`src/rtl/fetch_unit.sv`:
```
// LEGv8 instruction-fetch stage: owns the PC, issues single-outstanding word
// fetches to instruction memory, buffers returned words with their PCs in a
// small FIFO and presents the head entry to decode. A redirect flushes the
// stage; a request already on the bus is drained before the new PC is fetched.
//
// Handshakes:
//   imem side - imem_req/imem_addr are held stable until the cycle imem_ack=1;
//               that cycle completes the request and imem_rdata is sampled.
//   dec side  - an entry transfers on a clock edge where dec_valid=1 and
//               dec_ready=1; dec_instr/dec_pc hold while dec_ready=0.
module fetch_unit #(
    parameter int              N        = 64,
    parameter logic [N-1:0]    RESET_PC = '0,
    parameter int              DEPTH    = 2
) (
    input  logic          clk,
    input  logic          reset,
    output logic          imem_req,
    output logic [N-1:0]  imem_addr,
    input  logic          imem_ack,
    input  logic [31:0]   imem_rdata,
    input  logic          redirect,
    input  logic [N-1:0]  redirect_pc,
    output logic          dec_valid,
    input  logic          dec_ready,
    output logic [31:0]   dec_instr,
    output logic [N-1:0]  dec_pc
);

    localparam int PTR_W = (DEPTH > 1) ? $clog2(DEPTH) : 1;
    localparam int CNT_W = $clog2(DEPTH + 1);
    localparam logic [CNT_W-1:0] DEPTH_C = CNT_W'(DEPTH);

    // IDLE: FIFO full, no request. FETCH: request at fetch_pc.
    // DRAIN: request at a stale address whose data will be dropped.
    typedef enum logic [1:0] {IDLE, FETCH, DRAIN} state_t;

    state_t            state, state_nxt;
    logic [N-1:0]      fetch_pc, fetch_pc_nxt;
    logic [N-1:0]      drain_addr, drain_addr_nxt;
    logic [N-1:0]      redir_pc;

    logic [31:0]       instr_mem [DEPTH];
    logic [N-1:0]      pc_mem    [DEPTH];
    logic [PTR_W-1:0]  head, tail;
    logic [CNT_W-1:0]  count, post_count;
    logic              push, pop;

    function automatic logic [PTR_W-1:0] ptr_inc(input logic [PTR_W-1:0] p);
        return (p == PTR_W'(DEPTH - 1)) ? '0 : p + PTR_W'(1);
    endfunction

    // Redirect target is always word aligned.
    assign redir_pc   = redirect_pc & ~N'(3);

    // A redirect cancels any push or pop in the same cycle.
    assign push       = (state == FETCH) && imem_ack && !redirect;
    assign dec_valid  = (count != '0);
    assign pop        = dec_valid && dec_ready && !redirect;
    assign post_count = count + CNT_W'(push) - CNT_W'(pop);

    assign dec_instr  = dec_valid ? instr_mem[head] : '0;
    assign dec_pc     = dec_valid ? pc_mem[head]    : '0;

    // State, PC and drain-address registers.
    always_ff @(posedge clk) begin
        if (reset) begin
            state      <= IDLE;
            fetch_pc   <= RESET_PC;
            drain_addr <= RESET_PC;
        end else begin
            state      <= state_nxt;
            fetch_pc   <= fetch_pc_nxt;
            drain_addr <= drain_addr_nxt;
        end
    end

    // Next-state, PC update and memory-request outputs.
    always_comb begin
        state_nxt      = state;
        fetch_pc_nxt   = fetch_pc;
        drain_addr_nxt = drain_addr;
        imem_req       = 1'b0;
        imem_addr      = fetch_pc;
        case (state)
            IDLE: begin
                if (redirect) begin
                    fetch_pc_nxt = redir_pc;
                    state_nxt    = FETCH;
                end else if (count < DEPTH_C) begin
                    state_nxt    = FETCH;
                end
            end
            FETCH: begin
                imem_req = 1'b1;
                if (redirect) begin
                    fetch_pc_nxt = redir_pc;
                    if (imem_ack) begin
                        state_nxt = FETCH;
                    end else begin
                        // Request must stay on the bus at its original address.
                        drain_addr_nxt = fetch_pc;
                        state_nxt      = DRAIN;
                    end
                end else if (imem_ack) begin
                    fetch_pc_nxt = fetch_pc + N'(4);
                    state_nxt    = (post_count < DEPTH_C) ? FETCH : IDLE;
                end
            end
            DRAIN: begin
                imem_req  = 1'b1;
                imem_addr = drain_addr;
                if (redirect) begin
                    fetch_pc_nxt = redir_pc;
                end
                if (imem_ack) begin
                    state_nxt = FETCH;
                end
            end
            default: begin
                state_nxt = IDLE;
            end
        endcase
    end

    // FIFO pointers and occupancy; redirect empties the FIFO.
    always_ff @(posedge clk) begin
        if (reset || redirect) begin
            head  <= '0;
            tail  <= '0;
            count <= '0;
        end else begin
            if (push) begin
                tail <= ptr_inc(tail);
            end
            if (pop) begin
                head <= ptr_inc(head);
            end
            count <= post_count;
        end
    end

    // FIFO storage: instruction word together with the PC it was fetched from.
    always_ff @(posedge clk) begin
        if (push) begin
            instr_mem[tail] <= imem_rdata;
            pc_mem[tail]    <= fetch_pc;
        end
    end

endmodule

```
`config.mk`:
```
export PLATFORM = sky130hd
export DESIGN_NAME = fetch_unit
export DESIGN_NICKNAME = d
export VERILOG_FILES = /design/src/rtl/fetch_unit.sv
export SDC_FILE = /design/constraint.sdc
export NUM_CORES = 1
export LEC_CHECK = 0
export CORE_ASPECT_RATIO = 0.6
export CORE_MARGIN = 3
export CORE_UTILIZATION = 35
export DETAILED_ROUTE_END_ITERATION = 6
export GPL_TIMING_DRIVEN = 1
export RECOVER_POWER = 100
export SLEW_MARGIN = 20
export SYNTH_ARGS = -nofsm -noshare
export SYNTH_HDL_FRONTEND = slang
export SYNTH_SLANG_ARGS = --single-unit
```
`constraint.sdc`:
```
create_clock -name clk -period 7.3 [get_ports clk]
set_input_delay 1.46 -clock clk [delete_from_list [all_inputs] [get_ports clk]]
set_output_delay 1.46 -clock clk [all_outputs]
set_load 0.03 [all_outputs]
```
==> metrics.csv, run 1 <==
metric;value;unit
cts_buffers;34;
dp_hpwl;32.0;mm
port_buffers;256;
drv_cap;9;
drt_drc_violations_left;0;
htree_levels;2;
routed_wl;48.2;mm
dp_cells;2164;
report.final.setup_viol;0;
clock_sinks;319;
critPathRequiredTime;7.73;ns
cts.clk_slew.worst_paths;0.06;ns
vias;12311;
r2r_slack;2.20;ns
synth_cell_types;61;
layout_min_cycle_time;5.85;ns
yosysWarningCount;0;
cts_tree;built;
pwr_density_cell;235;nW/um2
fp.dieW;272;um
grt_pass1_vias;11682;
grt_pass1_wl;72.3;mm
p_leak;0.00654;uW
die_h;166;um
initialDrtViolationCount;1307;
r2r_start;state[0];
rsz0062_at_grt;no;
violations;capacitance limit, slew limit;
relSlewSlack;-142;%
endpoint_kind;flop;
vias_per_cell;5.53;
crit_fanout;56;
critPathLaunchType;primary input;
status;finished with violations;
fp.dieArea;45000;um2
hold_depth;2;
ios;263;
hold_path_startpoint;drain_addr[27];
drv_slew;319;
cts_setup_buffers;0;
hold_viol;0;
hold_buffers;0;
synth_top_area_cell;edfxtp_1;
synth.area.top_cells;edfxtp_1, dfxtp_1, mux2i_1;
rr_endpoint;fetch_pc[41];
grt_max_degree;77;
critPathLaunch;redirect;
clk_latency;0.53;ns
wl_per_cell;21.6;um
ys_seq_elements;319;
syn_avg_cell_area;10.3;um2
place_area;17900;um2
async_reset_ff_share;0;%
cts_max_path_buffers;3;
synthTopCellsByCount;nand2_1, edfxtp_1, nor2_1;
root_buffer;clkbuf_16;
first_pass_iters;5;
final_cell_area;18900;um2
finalCritPeriodShare;80.2;%
antenna_found_initial;4;
syn_inst;1447;
holdPathEnd;drain_addr[27];
synthFlopType;edfxtp_1;
netlist_area;14800;um2
worstSetupPathType;in -> reg;
layout-drive-gt1-share;8.22;%
core_area;41200;um2
gp_congestion;0.931;
fmax;0.171;GHz
r2r_cells;8;
rows;57;
peakVddDrop;0.121;mV
grt_overflow;0;
yosysSeqAreaShare;55.7;%
antenna_left;0;
syn2layout_area_growth;27.3;%
tns;0;ns
skew;0.0262;ns
synth-edff-count;188;
start_util;36.1;%
final_cells;2228;
synth_top_area_share;38.0;%
ctsResizeCount;0;
tightest_slew;3.62;ns
min_path_type;reg -> reg;
timing.hold.ws;0.451;ns
nets;1749;
total_power;4430;uW
grt.total_usage;20.9;%
arrival;6.28;ns
synth_most_common_cell;nand2_1;
==> per-stage QoR <==
stage	utilization (%)	setup WS (ns)
after detailed placement	43.4	2.18
after global routing	45.9	1.27
after CTS	46.0	2.46
after floorplan	-	0.924
final	45.9	1.45
after global placement	43.4	2.26
==> worst max-delay path by stage <==
stage                      endpoint  depth (start not counted)  slack, ns
floorplan           instr_mem[0][0]                          4       0.92
global placement       fetch_pc[57]                          6       2.26
detailed placement     fetch_pc[57]                          6       2.18
CTS                   imem_addr[41]                          5       2.46
global route           fetch_pc[32]                          7       1.27
finish                 fetch_pc[41]                          7       1.45
==> per-layer routing <==
metal,global-route usage [%],vias to the layer above,wire length (um)
met3,4.58,69,3740
li1,-,5719,-
met4,4.36,4,786
met1,30.2,6015,22500
met2,32.1,504,21100
met5,0,-,29
==> critical path, stage by stage <==
cell and delay, ns:
dlygate4sd3_1 0.91, or3_1 0.74, clkbuf_1 2.11, nand2_1 0.43, nand3_1 0.23, o22ai_1 0.11
a21oi_1 0.27
==> flip-flops by register name (all words and copies together) (netlist names), named ones only <==
signal / cells
state: 2
pc_mem: 124
head: 1
fetch_pc: 62
drain_addr: 62
tail: 1
instr_mem: 64
count: 2
==> cell families after synthesis <==
logic type | Yosys count | share of synthesized area [%]
adders and majority gates | 7 | 0.590
buffers and inverters | 139 | 3.76
AOI/OAI and AO/OA | 271 | 11.2
and+or+nand+nor | 549 | 17.3
DFF | 319 | 55.7
muxes | 158 | 11.1
other | 1 | 0.0253
xor gates and xnor gates | 3 | 0.270
==> layout make-up <==
class	instances	area, um2
clock buffers	52	960
diodes	2	5.00
repair buffers	280	2710
flip-flops and latches	319	8270
clock inverters	9	126
well taps	560	701
inverters	14	52.6
fillers	3813	22300
multi-input cells	992	6070
==> cell usage in the layout (no fill, tap or decap), types with 38 or more instances in the layout <==
cell and n:
a21oi_1 120, clkdlybuf4s50_1 66, dfxtp_1 130, dlygate4sd3_1 189
edfxtp_1 188, mux2_2 57, mux2i_1 101, nand2_1 205
nand3_1 44, nand4_1 38, nor2_1 137
==> where the power goes <==
group	switching, uW	internal, uW	leakage [uW]	total (uW)
sequential	121	1990	0.00280	2110
clock	711	1020	0.000528	1730
combinational	366	230	0.00321	597
total	1200	3240	0.00654	4430
No activity file was read; power rests on OpenSTA's default activity.
==> inputs of run 2 (changes only) <==
clock period = 5 ns   (was 7.3 ns; I/O delays follow)
==> run 2 against run 1 <==
Against the previous run:
- the run still ends with capacitance limit, slew limit left
- sequential share of layout area is 0.14 points lower
- clock power is 40% higher
- register-to-register slack worse by 1.0 ns
- clock skew is 0.016 ns lower
- power is 43% higher
- flip-flop and latch count stayed put
- count of clock-buffer cells in the layout is 11 lower
- global-route usage is 0.74 points lower
- non-clock buffer count is 3 higher
- via count is 0.71% lower
- critical path depth is 2 lower
- sequential power is 46% higher
- critical path type unchanged
- highest routed layer unchanged
==> metrics.csv, run 2 (synthesis results as in run 1) <==
metric;value;unit;change
n_fill_cell;3809;;-0.10%
cts.clk_slew.worst_paths;0.06;ns;about the same
largest_register_ffs;124;;unchanged
start_util;36.1;%;unchanged
vias_per_cell;5.49;;-0.63%
drt_drc_violations_left;0;;unchanged
pwr_density_cell;336;nW/um2;+43%
htree_levels;1;;-1
holdPathEnd;drain_addr[7];;
rsz0062_at_grt;no;;
cts_max_path_buffers;3;;unchanged
antenna_left;0;;unchanged
fp.dieArea;45000;um2;unchanged
hold_buffers;0;;unchanged
syn2layout_area_growth;27.7;%;
dp_hpwl;31.3;mm;-2.3%
min_path_type;reg -> reg;;
fin_util;46.1;%;+0.15 points
grt_pass1_wl;69.9;mm;-3.4%
combPwrFrac;13.5;%;about the same
swShare;27.0;%;about the same
status;finished with violations;;
antenna_found_initial;3;;-1
fmax;0.239;GHz;
wl_per_cell;21.1;um;-2.4%
critPathLaunchType;primary input;;
cts_buffers;31;;-8.8%
routed_wl;47.0;mm;-2.5%
r2r_slack;1.19;ns;-1.01 ns
report.final.setup_viol;0;;unchanged
tightest_slew;2.73;ns;-0.893 ns
rr_endpoint;fetch_pc[63];;
worstSetupPathType;in -> reg;;
drv_slew;186;;-42%
clk_latency;0.57;ns;+0.04 ns
p_leak;0.00657;uW;+0.49%
initialDrtViolationCount;993;;-24%
pwr-share-seq;48.5;%;+0.9 points
route.met2.wl;20.3;mm;-3.8%
power.internal;4640;uW;+43%
p_switching;1720;uW;+43%
ctsResizeCount;0;;unchanged
drv_cap;5;;-4
wl_met1;22.1;mm;-1.7%
peakVddDrop;0.233;mV;+93%
gp_congestion;0.921;;-1.0%
place_area;18000;um2;+0.55%
r2r_start;state[0];;
cp_cell_sequence;dlygate4sd3_1, inv_1, nand3_1, nor2_4, clkbuf_2;;
top_regs;pc_mem: 124 flops, instr_mem: 64 flops;;
highest_layer;met5;;
relSlewSlack;-82.0;%;+60 points
layout_min_cycle_time;4.19;ns;
rows;57;;unchanged
finalCritPeriodShare;83.8;%;
hold_depth;2;;unchanged
fp.dieW;272;um;unchanged
cts_tree;built;;
r2r_cells;10;;+2
crit_fanout;94;;+68%
endpoint_kind;flop;;
critPathRequiredTime;5.13;ns;-2.60 ns
top_register;pc_mem;;
port_buffers;256;;unchanged
met3_wirelength;3.46;mm;-7.7%
vias;12223;;-0.71%
arrival;4.32;ns;-1.96 ns
violations;capacitance limit, slew limit;;
clock_sinks;319;;unchanged
grt.total_usage;20.1;%;-0.74 points
clkPwrFrac;38.0;%;-1.0 points
most-common-layout-cells;nand2_1, dlygate4sd3_1, edfxtp_1, nor2_1, dfxtp_1;;
hold_viol;0;;unchanged
ios;263;;unchanged
cts_setup_buffers;0;;unchanged
grt_pass1_vias;11250;;-3.7%
final_common_cell;nand2_1;;
critPathLaunch;redirect;;
root_buffer;clkbuf_16;;
grt_max_degree;95;;+23%
layout-drive-gt1-share;8.89;%;+0.67 points
core_area;41200;um2;unchanged
hold_path_startpoint;drain_addr[7];;
slowest_delay;1.93;ns;-0.18 ns
final_cell_area;19000;um2;+0.32%
cp_slowest_cell;clkbuf_2;;
first_pass_iters;6;;+1
grt_overflow;0;;unchanged
die_h;166;um;unchanged
skew;0.00979;ns;-0.0164 ns
nets;1749;;unchanged
## run 2: worst max-delay path by stage
stage | to | slack (ns) | cells past startpoint
after floorplan | instr_mem[0][0] | -0.92 | 4
after global placement | fetch_pc[57] | 0.92 | 6
after detailed placement | fetch_pc[57] | 0.89 | 6
after CTS | imem_addr[34] | 0.73 | 5
after global routing | pc_mem[0][16] | 0.46 | 5
final | pc_mem[0][16] | 0.81 | 5
## run 2: area by class of cell
type | instances | area (um2) | share of cell area [%]
Multi-Input combinational cell | 992 | 6090 | 32.1
Sequential cell | 319 | 8270 | 43.6
Inverter | 14 | 52.6 | 0.277
Clock inverter | 16 | 158 | 0.832
Antenna cell | 1 | 2.50 | 0.0132
Tap cell | 560 | 701 | 3.70
Clock buffer | 41 | 886 | 4.67
Timing Repair Buffer | 283 | 2800 | 14.8
## run 2: worst max-delay path, delay by kind of cell
kind          cells  cell delay, ns
buf+inv           3            2.86
simple gates      2            0.38
## run 2: power groups by stage
| stage | registers [uW] | logic, uW | clock network [uW] |
|---|---|---|---|
| 3_5_place_dp | 3140 | 897 | 0 |
| 6_report | 3090 | 861 | 2420 |
| 2_1_floorplan | 3040 | 575 | 0 |
| 4_1_cts | 3080 | 903 | 2480 |
| 3_3_place_gp | 3130 | 889 | 0 |
| 5_1_grt | 3110 | 922 | 2580 |
## run 2: per-stage QoR
step                hold WS [ns]  instances  TNS, ns  setup slack [ns]  total power [uW]
floorplan                  0.420       1450  -172.17            -0.916              3610
CTS                        0.455       2224        0             0.733              6460
global route               0.465       2226        0             0.459              6610
finish                     0.453       2226        0             0.810              6360
detailed placement         0.445       2167        0             0.887              4030
global placement           0.438       2167        0             0.916              4020
## run 2: metal layers
metal | vias to the layer above | global-route usage [%]
li1 | 5701 | -
met1 | 5969 | 29.9
met2 | 478 | 30.1
met3 | 71 | 3.94
met4 | 4 | 4.97
met5 | - | 0
==> inputs of run 3 (changes only) <==
clock period = 3.9 ns   (was 5 ns; I/O delays follow)
==> run 3 against run 2 <==
Against the previous run:
- the flow now finishes without violations
- flip-flop and latch count is the same
- combinational power grew 35%
- routed wire length grew 2.8%
- cell count grew 1.1%
- global-route usage grew 0.66 points
- largest cell class unchanged
- highest routed layer is now met4
==> metrics.csv, run 3 (synthesis results as in run 1) <==
metric;value;unit;change
cts_tree;built;;
first_pass_iters;5;;-1
swShare;27.8;%;+0.77 points
routed_wl;48.3;mm;+2.8%
critPathRequiredTime;3.12;ns;-2.01 ns
nets;1771;;+1.3%
dp_hpwl;32.2;mm;+3.1%
power.internal;5770;uW;+24%
vias;12282;;+0.48%
grt_max_degree;82;;-14%
vias_per_cell;5.46;;-0.59%
relSlewSlack;19.5;%;+100 points
most-common-layout-cells;nand2_1, edfxtp_1, nor2_1, dlygate4sd3_1, dfxtp_1;;
initialDrtViolationCount;1508;;+52%
grt_pass1_wl;72.0;mm;+3.0%
root_buffer;clkbuf_16;;
tightest_slew;1.20;ns;-1.53 ns
place_ws;0.486;ns;-0.401 ns
core_area;41200;um2;unchanged
grt_overflow;0;;unchanged
peakVddDrop;0.314;mV;+35%
p_switching;2220;uW;+29%
clock_sinks;319;;unchanged
wl_per_cell;21.5;um;+1.7%
dp_cells;2188;;+0.97%
r2r_slack;0.23;ns;-0.96 ns
drv_cap;0;;-5
fmax;0.265;GHz;
min_path_type;reg -> reg;;
gp_congestion;0.908;;-1.4%
fin_ws;0.120;ns;-0.690 ns
cts_max_path_buffers;3;;unchanged
clkPwrFrac;36.3;%;-1.7 points
layout_min_cycle_time;3.78;ns;
antenna_found_initial;3;;unchanged
crit_fanout;20;;-79%
fp.dieArea;45000;um2;unchanged
arrival;3.00;ns;-1.32 ns
rows;57;;unchanged
worstSetupPathType;reg -> out;;
drt_drc_violations_left;0;;unchanged
ios;263;;unchanged
clk_latency;0.59;ns;+0.02 ns
fp.dieW;272;um;unchanged
top_regs;pc_mem: 124 flops, instr_mem: 64 flops;;
grt.total_usage;20.8;%;+0.66 points
layout-drive-gt1-share;9.48;%;+0.60 points
cp_cell_sequence;inv_1, ha_4, buf_12, mux2_2, dlygate4sd3_1;;
pwr-share-seq;49.3;%;+0.8 points
rsz0062_at_grt;no;;
highest_layer;met4;;
met3_wirelength;3.77;mm;+9.1%
start_util;36.1;%;unchanged
port_buffers;256;;unchanged
status;finished clean;;
cts.clk_slew.worst_paths;0.06;ns;about the same
pwr_density_cell;421;nW/um2;+25%
syn2layout_area_growth;27.9;%;
cp_slowest_cell;dlygate4sd3_1;;
p_leak;0.00644;uW;-2.0%
hold_viol;0;;unchanged
grt_pass1_vias;11656;;+3.6%
final_common_cell;nand2_1;;
report.final.setup_viol;0;;unchanged
endpoint_kind;primary output;;
critPathLaunchType;flop;;
cts_buffers;31;;unchanged
wl_met1;22.4;mm;+1.1%
combPwrFrac;14.5;%;+1.0 points
finalCritPeriodShare;96.9;%;
slowest_delay;0.69;ns;-1.24 ns
final_cells;2250;;+1.1%
drv_slew;0;;-100%
route.met2.wl;21.1;mm;+4.2%
largest_register_ffs;124;;unchanged
htree_levels;1;;unchanged
antenna_left;0;;unchanged
top_register;pc_mem;;
die_h;166;um;unchanged
skew;0.0374;ns;+0.0276 ns
-- run 3: repair_timing --
item | CTS | global route
gates resized for setup | 0 | 0
setup buffers | 2 | 0
setup endpoints to repair | 61 | 0
hold buffers | 0 | 0
-- run 3: layer usage --
metal / track usage (%) / up-vias
li1: - / 5758
met1: 30.1 / 5932
met2: 32.2 / 519
met3: 3.90 / 73
met4: 4.99 / 0
met5: 0 / -
-- run 3: layout make-up --
cell class	instances	area (um2)
Clock buffer	44	855
Sequential cell	319	8270
Tap cell	560	701
Multi-Input combinational cell	992	6080
Inverter	14	52.6
Antenna cell	3	7.51
Fill cell	3809	22200
Timing Repair Buffer	305	2930
Clock inverter	13	98.8
-- run 3: power groups by stage --
stage | combinational (uW) | clock (uW) | sequential, uW
floorplan | 738 | 0 | 3890
global placement | 1180 | 0 | 3990
detailed placement | 1190 | 0 | 4000
CTS | 1200 | 2960 | 3930
global route | 1240 | 3100 | 3960
finish | 1160 | 2900 | 3940
-- run 3: final timing paths --
kind,startpoint,endpoint,depth (start not counted)
max,state[0],imem_addr[26],5
min,drain_addr[46],drain_addr[46],2
max reg2reg,state[0],fetch_pc[50],8
min reg2reg,drain_addr[46],drain_addr[46],2
-- run 3: worst max-delay path: cells and delay by family, from the launching register on --
family | cells | cell delay (ns)
adders and majority gates | 1 | 0.50
buffers and inverters | 3 | 1.15
DFF | 1 | 0.41
muxes | 1 | 0.36
-- run 3: stage by stage --
step / area, um2 / setup TNS [ns] / power [uW] / utilization (%) / hold slack [ns]
2_1_floorplan: 14900 / -45.00 / 4630 / - / 0.420
3_3_place_gp: 18100 / 0 / 5170 / 44.0 / 0.438
3_5_place_dp: 18100 / 0 / 5190 / 44.0 / 0.443
4_1_cts: 19100 / 0 / 8090 / 46.4 / 0.453
5_1_grt: 19000 / 0 / 8300 / 46.1 / 0.470
6_report: 19000 / 0 / 7990 / 46.2 / 0.452
